## config.mk

```make
export PLATFORM = sky130hd
export DESIGN_NAME = comparator_bist_ctrl
export DESIGN_NICKNAME = d
export VERILOG_FILES = /design/src/rtl/comparator_bist_ctrl.sv
export SDC_FILE = /design/constraint.sdc
export NUM_CORES = 1
export LEC_CHECK = 0
export CAP_MARGIN = 15
export CORE_ASPECT_RATIO = 1.75
export CORE_MARGIN = 3
export CORE_UTILIZATION = 48
export DETAILED_ROUTE_END_ITERATION = 8
export GPL_TIMING_DRIVEN = 0
export PLACE_DENSITY = 0.75
export RECOVER_POWER = 25
export SLEW_MARGIN = 0
export SYNTH_ARGS = -nofsm -noshare
export SYNTH_HDL_FRONTEND = slang
export SYNTH_SLANG_ARGS = --single-unit
export TNS_END_PERCENT = 50
```

## constraint.sdc

```tcl
create_clock -name CLK -period 2.8 [get_ports CLK]
set_input_delay 0.28 -clock CLK [delete_from_list [all_inputs] [get_ports CLK]]
set_output_delay 0.28 -clock CLK [all_outputs]
set_load 0.005 [all_outputs]
```

## src/rtl/comparator_bist_ctrl.sv

```systemverilog
// rtl/comparator_bist_ctrl.sv - exhaustive BIST sweep controller for a 6-bit pipelined comparator
//
// Ports:
//   CLK, RST                        clock, synchronous active-high reset
//   start                           begin a sweep (honoured in IDLE or DONE only)
//   hold                            freeze vector issue while in DRIVE
//   A_out, B_out, S_out             operands and signed-mode select to the comparator
//   Equal_in, Greater_in, Smaller_in comparator flags, LATENCY stages behind the operands
//   busy, done, pass, fail_valid    status
//   err_count                       saturating count of mismatching vectors
//   first_fail                      {S, A, B} of the first mismatching vector

module comparator_bist_ctrl #(
  parameter int LATENCY = 2
) (
  input  logic        CLK,
  input  logic        RST,
  input  logic        start,
  input  logic        hold,
  output logic [5:0]  A_out,
  output logic [5:0]  B_out,
  output logic        S_out,
  input  logic        Equal_in,
  input  logic        Greater_in,
  input  logic        Smaller_in,
  output logic        busy,
  output logic        done,
  output logic        pass,
  output logic        fail_valid,
  output logic [13:0] err_count,
  output logic [12:0] first_fail
);

  localparam int              DW         = (LATENCY < 1) ? 1 : $clog2(LATENCY + 1);
  localparam logic [DW-1:0]   DRAIN_LAST = DW'(LATENCY);
  localparam logic [12:0]     VEC_LAST   = 13'h1FFF;
  localparam logic [13:0]     ERR_MAX    = 14'h3FFF;

  typedef enum logic [1:0] {
    ST_IDLE,
    ST_DRIVE,
    ST_DRAIN,
    ST_DONE
  } state_t;

  state_t        r_state;
  state_t        w_state_next;
  logic          w_start_sweep;
  logic          w_advance;

  // {S, A, B} as one counter: incrementing it walks B, carries into A, then into S.
  logic [12:0]   r_vec;
  // High for the cycle after an edge that put a fresh vector on the outputs;
  // low after a hold edge so a frozen vector is checked only once.
  logic          r_out_valid;
  logic          r_dly_v   [1:LATENCY];
  logic [12:0]   r_dly_vec [1:LATENCY];
  logic [DW-1:0] r_drain_cnt;

  logic [13:0]   r_err_count;
  logic          r_fail_valid;
  logic [12:0]   r_first_fail;
  logic          r_pass;
  logic          r_done;

  logic          w_chk_s;
  logic [5:0]    w_chk_a;
  logic [5:0]    w_chk_b;
  logic [2:0]    w_exp_flags;
  logic          w_mismatch;
  logic [13:0]   w_err_next;
  logic          w_done_entry;

  always_ff @(posedge CLK) begin
    if (RST) begin
      r_state <= ST_IDLE;
    end else begin
      r_state <= w_state_next;
    end
  end

  always_comb begin
    w_state_next  = r_state;
    w_start_sweep = 1'b0;
    w_advance     = 1'b0;
    case (r_state)
      ST_IDLE: begin
        if (start) begin
          w_state_next  = ST_DRIVE;
          w_start_sweep = 1'b1;
        end
      end
      ST_DRIVE: begin
        if (!hold) begin
          if (r_vec == VEC_LAST) begin
            w_state_next = ST_DRAIN;
          end else begin
            w_advance = 1'b1;
          end
        end
      end
      ST_DRAIN: begin
        if (r_drain_cnt == DRAIN_LAST) begin
          w_state_next = ST_DONE;
        end
      end
      ST_DONE: begin
        if (start) begin
          w_state_next  = ST_DRIVE;
          w_start_sweep = 1'b1;
        end else begin
          w_state_next = ST_IDLE;
        end
      end
      default: w_state_next = ST_IDLE;
    endcase
  end

  // Checker: the vector at the end of the delay line meets the flags it produced.
  always_comb begin
    w_chk_s = r_dly_vec[LATENCY][12];
    w_chk_a = r_dly_vec[LATENCY][11:6];
    w_chk_b = r_dly_vec[LATENCY][5:0];
    if (w_chk_s) begin
      w_exp_flags = {($signed(w_chk_a) == $signed(w_chk_b)),
                     ($signed(w_chk_a) >  $signed(w_chk_b)),
                     ($signed(w_chk_a) <  $signed(w_chk_b))};
    end else begin
      w_exp_flags = {(w_chk_a == w_chk_b), (w_chk_a > w_chk_b), (w_chk_a < w_chk_b)};
    end
    // Exact compare catches multi-hot and all-zero flag patterns too.
    w_mismatch = r_dly_v[LATENCY] &&
                 ({Equal_in, Greater_in, Smaller_in} != w_exp_flags);
    if (w_mismatch && (r_err_count != ERR_MAX)) begin
      w_err_next = r_err_count + 14'd1;
    end else begin
      w_err_next = r_err_count;
    end
    w_done_entry = (r_state == ST_DRAIN) && (w_state_next == ST_DONE);
  end

  always_ff @(posedge CLK) begin
    if (RST) begin
      r_vec        <= '0;
      r_out_valid  <= 1'b0;
      r_drain_cnt  <= '0;
      r_err_count  <= '0;
      r_fail_valid <= 1'b0;
      r_first_fail <= '0;
      r_pass       <= 1'b0;
      r_done       <= 1'b0;
      for (int k = 1; k <= LATENCY; k++) begin
        r_dly_v[k]   <= 1'b0;
        r_dly_vec[k] <= '0;
      end
    end else begin
      r_done       <= w_done_entry;
      r_out_valid  <= w_start_sweep | w_advance;
      r_dly_v[1]   <= r_out_valid;
      r_dly_vec[1] <= r_vec;
      for (int k = 2; k <= LATENCY; k++) begin
        r_dly_v[k]   <= r_dly_v[k-1];
        r_dly_vec[k] <= r_dly_vec[k-1];
      end

      if (w_start_sweep) begin
        r_vec <= '0;
      end else if (w_advance) begin
        r_vec <= r_vec + 13'd1;
      end

      if ((r_state == ST_DRAIN) && (w_state_next == ST_DRAIN)) begin
        r_drain_cnt <= r_drain_cnt + 1'b1;
      end else begin
        r_drain_cnt <= '0;
      end

      if (w_start_sweep) begin
        r_err_count  <= '0;
        r_fail_valid <= 1'b0;
        r_first_fail <= '0;
        r_pass       <= 1'b0;
      end else begin
        r_err_count <= w_err_next;
        if (w_mismatch && !r_fail_valid) begin
          r_fail_valid <= 1'b1;
          r_first_fail <= r_dly_vec[LATENCY];
        end
        // w_err_next so a mismatch checked on this same edge still counts.
        if (w_done_entry) begin
          r_pass <= (w_err_next == 14'd0);
        end
      end
    end
  end

  assign S_out      = r_vec[12];
  assign A_out      = r_vec[11:6];
  assign B_out      = r_vec[5:0];
  assign busy       = (r_state == ST_DRIVE) || (r_state == ST_DRAIN);
  assign done       = r_done;
  assign pass       = r_pass;
  assign fail_valid = r_fail_valid;
  assign err_count  = r_err_count;
  assign first_fail = r_first_fail;

endmodule

```

==> metrics.cfg <==
[floorplan]
die_x_um=68.5
die-height_um=115
initial_core_util_pct=49.8
placement_rows=39
core_um2=6590
die_area_um2=7910
io_pins=51

[run_status]
status=completed

[pwr]
p_leak_nw=1.58
power_density_nw_per_um2=635
ir_worst_vdd_v=0.000541
totalPowerFinal_mw=2.80

[clock_tree]
cts_tree=built
ctsHoldBuffers=0
htree_levels=3
numCtsBuffers=9
clk_latency_ns=0.33
cts_buffer_depth=2
numClockSinks=76
cts.clk_slew.worst_paths_ns=0.06
root_buffer=clkbuf_16

[synthesis]
ys_seq_area_share_pct=46.3
syn-cell-area_um2=3280
syn_nets=384
synth_edf_count=0
syn_avg_cell_area_um2=9.02
async_reset_ff_share_pct=0
ys.flop_type=dfxtp_1
syn_inst=364
ys_warn_count=0
synthDistinctLibCells=44
ys_seq_elements=76

[worst_setup_path]
critPathLaunchType=flip-flop
cp-end-kind=flip-flop
cp.arrival_ns=2.99
max_stage_delay_ns=0.45
crit_buf_inv=2
critical_path_class=flip-flop to flip-flop
crit_family=compound AO/OA/AOI/OAI gates
cp_slowest_cell=or4_4
worstPathMaxFanout=6
required_ns=3.00
path_cells=inv_2, ha_4, nand4_1, o21bai_1, a41o_1, or4_4, o31ai_4, or3_4, buf_6, mux2_4, o2111ai_2, o31ai_2

[global_routing]
overflow=0
grt_max_degree=14
grtUsageTotal_pct=19.3
grt_pass1_vias=2687
grt_pass1_wl_um=11700
antenna_found_initial=0

[timing]
fin_crit_sh_pct=99.4
finClkSkew_ns=0.00568
hold_ws_ns=0.412
fmax_mhz=359
fin_setup_tns_ns=0
rsz0062_at_grt=true
finalCriticalPeriod_ns=2.78
hold_viol_final=0
max_slew.worst_pin.slew_ns=0.525
slew_headroom_pct=65.0
final_max_slew_viol_count=0
setup_viol=0

[placement]
post-dp-hpwl_um=5020
io_buffers=50
place.gp.congestion=0.861

[hold_path]
hp-class=flip-flop to flip-flop

[cells_and_area]
layout-drive-gt1-share_pct=11.5
syn_to_final_growth_pct=34.0
diodes=0
nets=448

[run]
maxCapViolations=0

[detailed_routing]
drc_errors=0
vias_per_cell=5.21
first_iter_violations=140
postRouteAntennaNets=0
vias=2685
drt-total-wl_um=7070
dr.pass1.iters=4
drt-wirelength-per-cell_um=13.7

-- what timing repair did --
action                                  in CTS  in global routing
gates cloned                                 0                  2
resized for setup                           12                 20
setup buffers                                1                  0
endpoints found under the setup margin      21                 21
pin swaps                                    5                  2
-- flip-flops by register name, indices dropped and copies added, names as in the netlist --
name and count:
done 1, r_dly_vec 26, r_drain_cnt 2, r_state 2, pass 1, err_count 14
fail_valid 1, first_fail 13, r_vec 13, r_out_valid 1, r_dly_v 2
-- synthesized netlist by cell type (2+ instances only) --
cell type   n  area share (%)
nor3b_1     2            0.46
nand4_1     9             1.7
nand3b_1    2            0.46
nor2b_1    30             5.7
and4_1      2            0.53
or3_1       5            0.95
and2_1      2            0.38
nor3_1     10             1.5
ha_1       13             5.0
dfxtp_1    76              46
buf_2       2            0.30
nor2_1     60             6.9
o21ai_0    10             1.5
a21oi_1     8             1.2
mux2i_1    17             5.2
xor2_1      8             2.1
clkbuf_1   11             1.3
nor4_1      3            0.57
xnor2_1    16             4.3
or2_2       2            0.38
nand2_1    17             1.9
or4_1       2            0.46
nand3_1    12             1.8
inv_1      16             1.8
nand2b_1    6             1.1
and3_1      4            0.76
o31ai_2     2            0.76
-- report_power, final --
part	switching (mW)	leakage (nW)	total [mW]	internal (mW)
clock network	0.425	0.152	1.23	0.807
logic	0.237	0.813	0.411	0.174
registers	0.0353	0.616	1.15	1.12
-- final timing paths --
kind	from	end	slack [ns]	cells after the start
worst max-delay path	r_dly_vec[2][3]$_SDFF_PP0_	pass$_SDFFE_PP0P_	0.02	12
worst min-delay path	r_drain_cnt[0]$_SDFF_PP0_	r_drain_cnt[0]$_SDFF_PP0_	0.41	1
worst max register to register	r_dly_vec[2][3]$_SDFF_PP0_	pass$_SDFFE_PP0P_	0.02	12
worst min register to register	r_drain_cnt[0]$_SDFF_PP0_	r_drain_cnt[0]$_SDFF_PP0_	0.41	1
-- cell families after synthesis --
group / share of synthesized area [%]
buffers and inverters: 3.73
XOR/XNOR: 6.40
multiplexers: 5.53
flip-flops: 46.3
adder cells (fa/ha/maj): 4.95
AO/OA/AOI/OAI: 6.48
AND/OR/NAND/NOR: 26.6
-- cells in the final DEF, fill, tap and decap left out, drive strengths merged, types with 2 or more instances in the layout --
cell and instances:
dfxtp 76, nor2 60, clkdlybuf4s50 49, nor2b 30, clkbuf 24, nand2 17, mux2i 17, inv 17
xnor2 16, ha 13, nand3 12, o21ai 10, nor3 10, nand4 9, a21oi 8, xor2 8
nand2b 6, or3 5, and3 4, buf 4, nor4 3, nand3b 2, and4 2, and2 2
or2 2, clkinvlp 2, bufinv 2, nor3b 2, or4 2, o31ai 2
-- cell type report --
type                            count  area (um2)
Sequential cell                    76        1530
Multi-Input combinational cell    258        1770
Clock buffer                       11         243
Fill cell                         547        2190
Buffer                             14        75.1
Tap cell                           82         103
Timing Repair Buffer               53         538
Clock inverter                      5        83.8
Inverter                           16        60.1
-- stage by stage --
stage	area [um2]	cells	worst slack, ns	util (%)
global route	4400	515	-0.0969	66.8
detailed placement	3890	496	-0.215	59.0
finish	4400	515	0.0172	66.8
global placement	3890	496	-0.161	59.0
floorplan	3280	364	0.0232	-
CTS	4290	513	0.0188	65.1
-- metal layers --
layer | part of all wire (%) | global-route usage (%) | vias to the layer above
met5 | 0 | 0 | -
met1 | 39 | 20.0 | 1251
met3 | 3.7 | 4.30 | 11
li1 | - | - | 1360
met4 | 2.3 | 9.83 | 0
met2 | 55 | 34.6 | 63
Power figures use the tool's default switching activity.
==> RTL change: new RTL, config.mk and constraints unchanged <==
Put a register stage on the outputs `A_out`, `B_out`, `S_out` and `busy`, with the module's reset. The values now appear one clock later. The other outputs are not delayed to match.
--- a/src/rtl/comparator_bist_ctrl.sv
+++ b/src/rtl/comparator_bist_ctrl.sv
@@ -195,8 +195,17 @@
   end
 
-  assign S_out      = r_vec[12];
-  assign A_out      = r_vec[11:6];
-  assign B_out      = r_vec[5:0];
-  assign busy       = (r_state == ST_DRIVE) || (r_state == ST_DRAIN);
+  always_ff @(posedge CLK) begin
+    if (RST) begin
+      A_out <= '0;
+      B_out <= '0;
+      S_out <= '0;
+      busy  <= '0;
+    end else begin
+      A_out <= r_vec[11:6];
+      B_out <= r_vec[5:0];
+      S_out <= r_vec[12];
+      busy  <= (r_state == ST_DRIVE) || (r_state == ST_DRAIN);
+    end
+  end
   assign done       = r_done;
   assign pass       = r_pass;
Check against the original RTL: not equivalent (a bounded check fails within 4 cycles, from zero or initial values and one cycle with RST high).
==> RTL change against the original RTL <==
  * Design area decreased by 2.4%
  * Via count increased by 2.0%
  * Synthesized area grew 1.5%
  * Maximum frequency grew 5.4%
  * Setup slack improved by 0.14 ns
  * Clock power shrank 6%
  * First-iteration DRC count down 14%
  * Clock skew about the same
  * Wire length up 7.4%
  * Power is 2.6% lower
  * Final cell count down 0.97%
  * Sequential cell count grew 1
==> RTL change: results (changes against the original RTL) <==
* Result of the run: complete, no violations
* Total of fill cells in the finished design at 592 (+8.2%)
* Worst-case reg-to-reg path depth at 11 (-1)
* Overall fraction of global-route tracks in use at 21.5% (+2.2 points)
* Detailed Route WL at 7600 um (+7.4%)
* Count of inserted antenna diode cells at 0 (unchanged)
* Maximum number of pins on one net before global-route repair at 13 (-1)
* CP max FO at 10 (+4)
* Dpl hpwl at 5490 um (+9.4%)
* Starting DRT DRC Count at 120 (-14%)
* Share of layout cells above drive strength 1 at 8.88% (-2.7 points)
* Worst Setup Slack post-DPL at -0.00217 ns (+0.213 ns)
* Share of the synthesized area in compound gates (AO/OA/AOI/OAI) at 5.41% (-1.1 points)
* Part of the Yosys area used for sequential elements at 46.2% (-0.095 points)
* Fraction of the mapped netlist area in adder cells at 4.88% (-0.074 points)
* Vias at 2,738 (+2.0%)
* Mux contribution to synthesized area at 5.71% (+0.18 points)
* Hold slack at 0.416 ns (+0.00377 ns)
* Yosys cell types at 48 (+9.1%)
* Worst Hold Endpoint: r_drain_cnt[0]
* LEAKAGE at 0.00159 uW (+0.42%)
* Post-Synth XOR/XNOR Area at 5.52% (-0.88 points)
* Clock skew at 0.00613 ns (+0.000448 ns)
* Relative slew margins at 60.1% (-4.9 points)
* Number of global-route vias before repair at 2,751 (+2.4%)
* Arrival time at the worst endpoint at 2.88 ns (-0.11 ns)
* Placed cell areas at 3940 um2 (+1.3%)
* Final-stage net count at 444 (-0.89%)
* First-pass GRT wire length at 12,700 um (+9.1%)
* Placed Cells incl. Taps at 494 (-0.40%)
* Syn Nets at 382 (-0.52%)
* Wire length per cell at 14.9 um (+8.5%)
* Ranking of synthesized cells by area: dfxtp_1 (46%), nor2b_1 (6.0%), nor2_1 (5.9%)
* Top cell types by occurrence after synthesis: dfxtp_1 (77), nor2_1 (52), nor2b_1 (32)
* Cell at the slowest stage of the critical path: dfxtp_1
* Gpl congestion at 0.851 (-1.2%)
* Mean post-synth cell area at 9.21 um2 (+2.1%)
* IR Drop Worst-Case VDD at 0.000371 V (-31%)
RTL change: cell types whose count changed after synthesis, moves of 3 or more:
| cell | change |
|---|---|
| nand3_1 | +7 |
| xnor2_1 | -7 |
| nor3b_1 | +3 |
| and3_1 | +4 |
| nor2_1 | -8 |
| or3_1 | -3 |
| nor3_1 | -5 |
| inv_1 | -4 |
| xor2_1 | +4 |
| o21ai_0 | -4 |
| and3_2 | +3 |
RTL change: logic make-up after synthesis:
| kind of cell | after synthesis |
|---|---|
| compound gates | 28 |
| xor+xnor | 21 |
| fa+ha+maj | 13 |
| buf+inv | 26 |
| flops | 77 |
| mux | 19 |
| simple gates | 178 |
RTL change: cell type report:
cell class / count / area, um2 / area share, %
inverters: 12 / 45.0 / 1.05
clock buffers: 11 / 253 / 5.88
repair buffers: 52 / 515 / 12.0
flip-flops and latches: 77 / 1540 / 35.9
clock inverters: 4 / 47.5 / 1.11
plain buffers: 13 / 87.6 / 2.04
well taps: 82 / 103 / 2.39
multi-input cells: 259 / 1700 / 39.6
RTL change: metal layers:
layer  wire, um  global-route usage [%]
met1       2830                    22.2
met2       4300                    37.9
met3        274                    5.87
met4        191                    11.5
met5          0                       0
RTL change: what timing repair did:
item / CTS / global route
pin swaps: 0 / 5
endpoints found under the setup margin: 4 / 16
setup buffers: 0 / 2
gates resized for setup: 2 / 8
RTL change: worst max-delay path by stage:
stage	to	slack (ns)	cells after the start
6_report	pass	0.16	11
5_1_grt	pass	-0.001	11
4_1_cts	first_fail[12]	0.06	12
3_5_place_dp	pass	-0.002	9
3_3_place_gp	pass	0.05	9
2_1_floorplan	first_fail[10]	0.39	12
RTL change: power breakdown:
group	leakage [uW]	switching, uW	internal, uW
sequential	0.000621	33.8	1140
clock	0.000147	430	730
combinational	0.000819	235	157
total	0.00159	699	2020
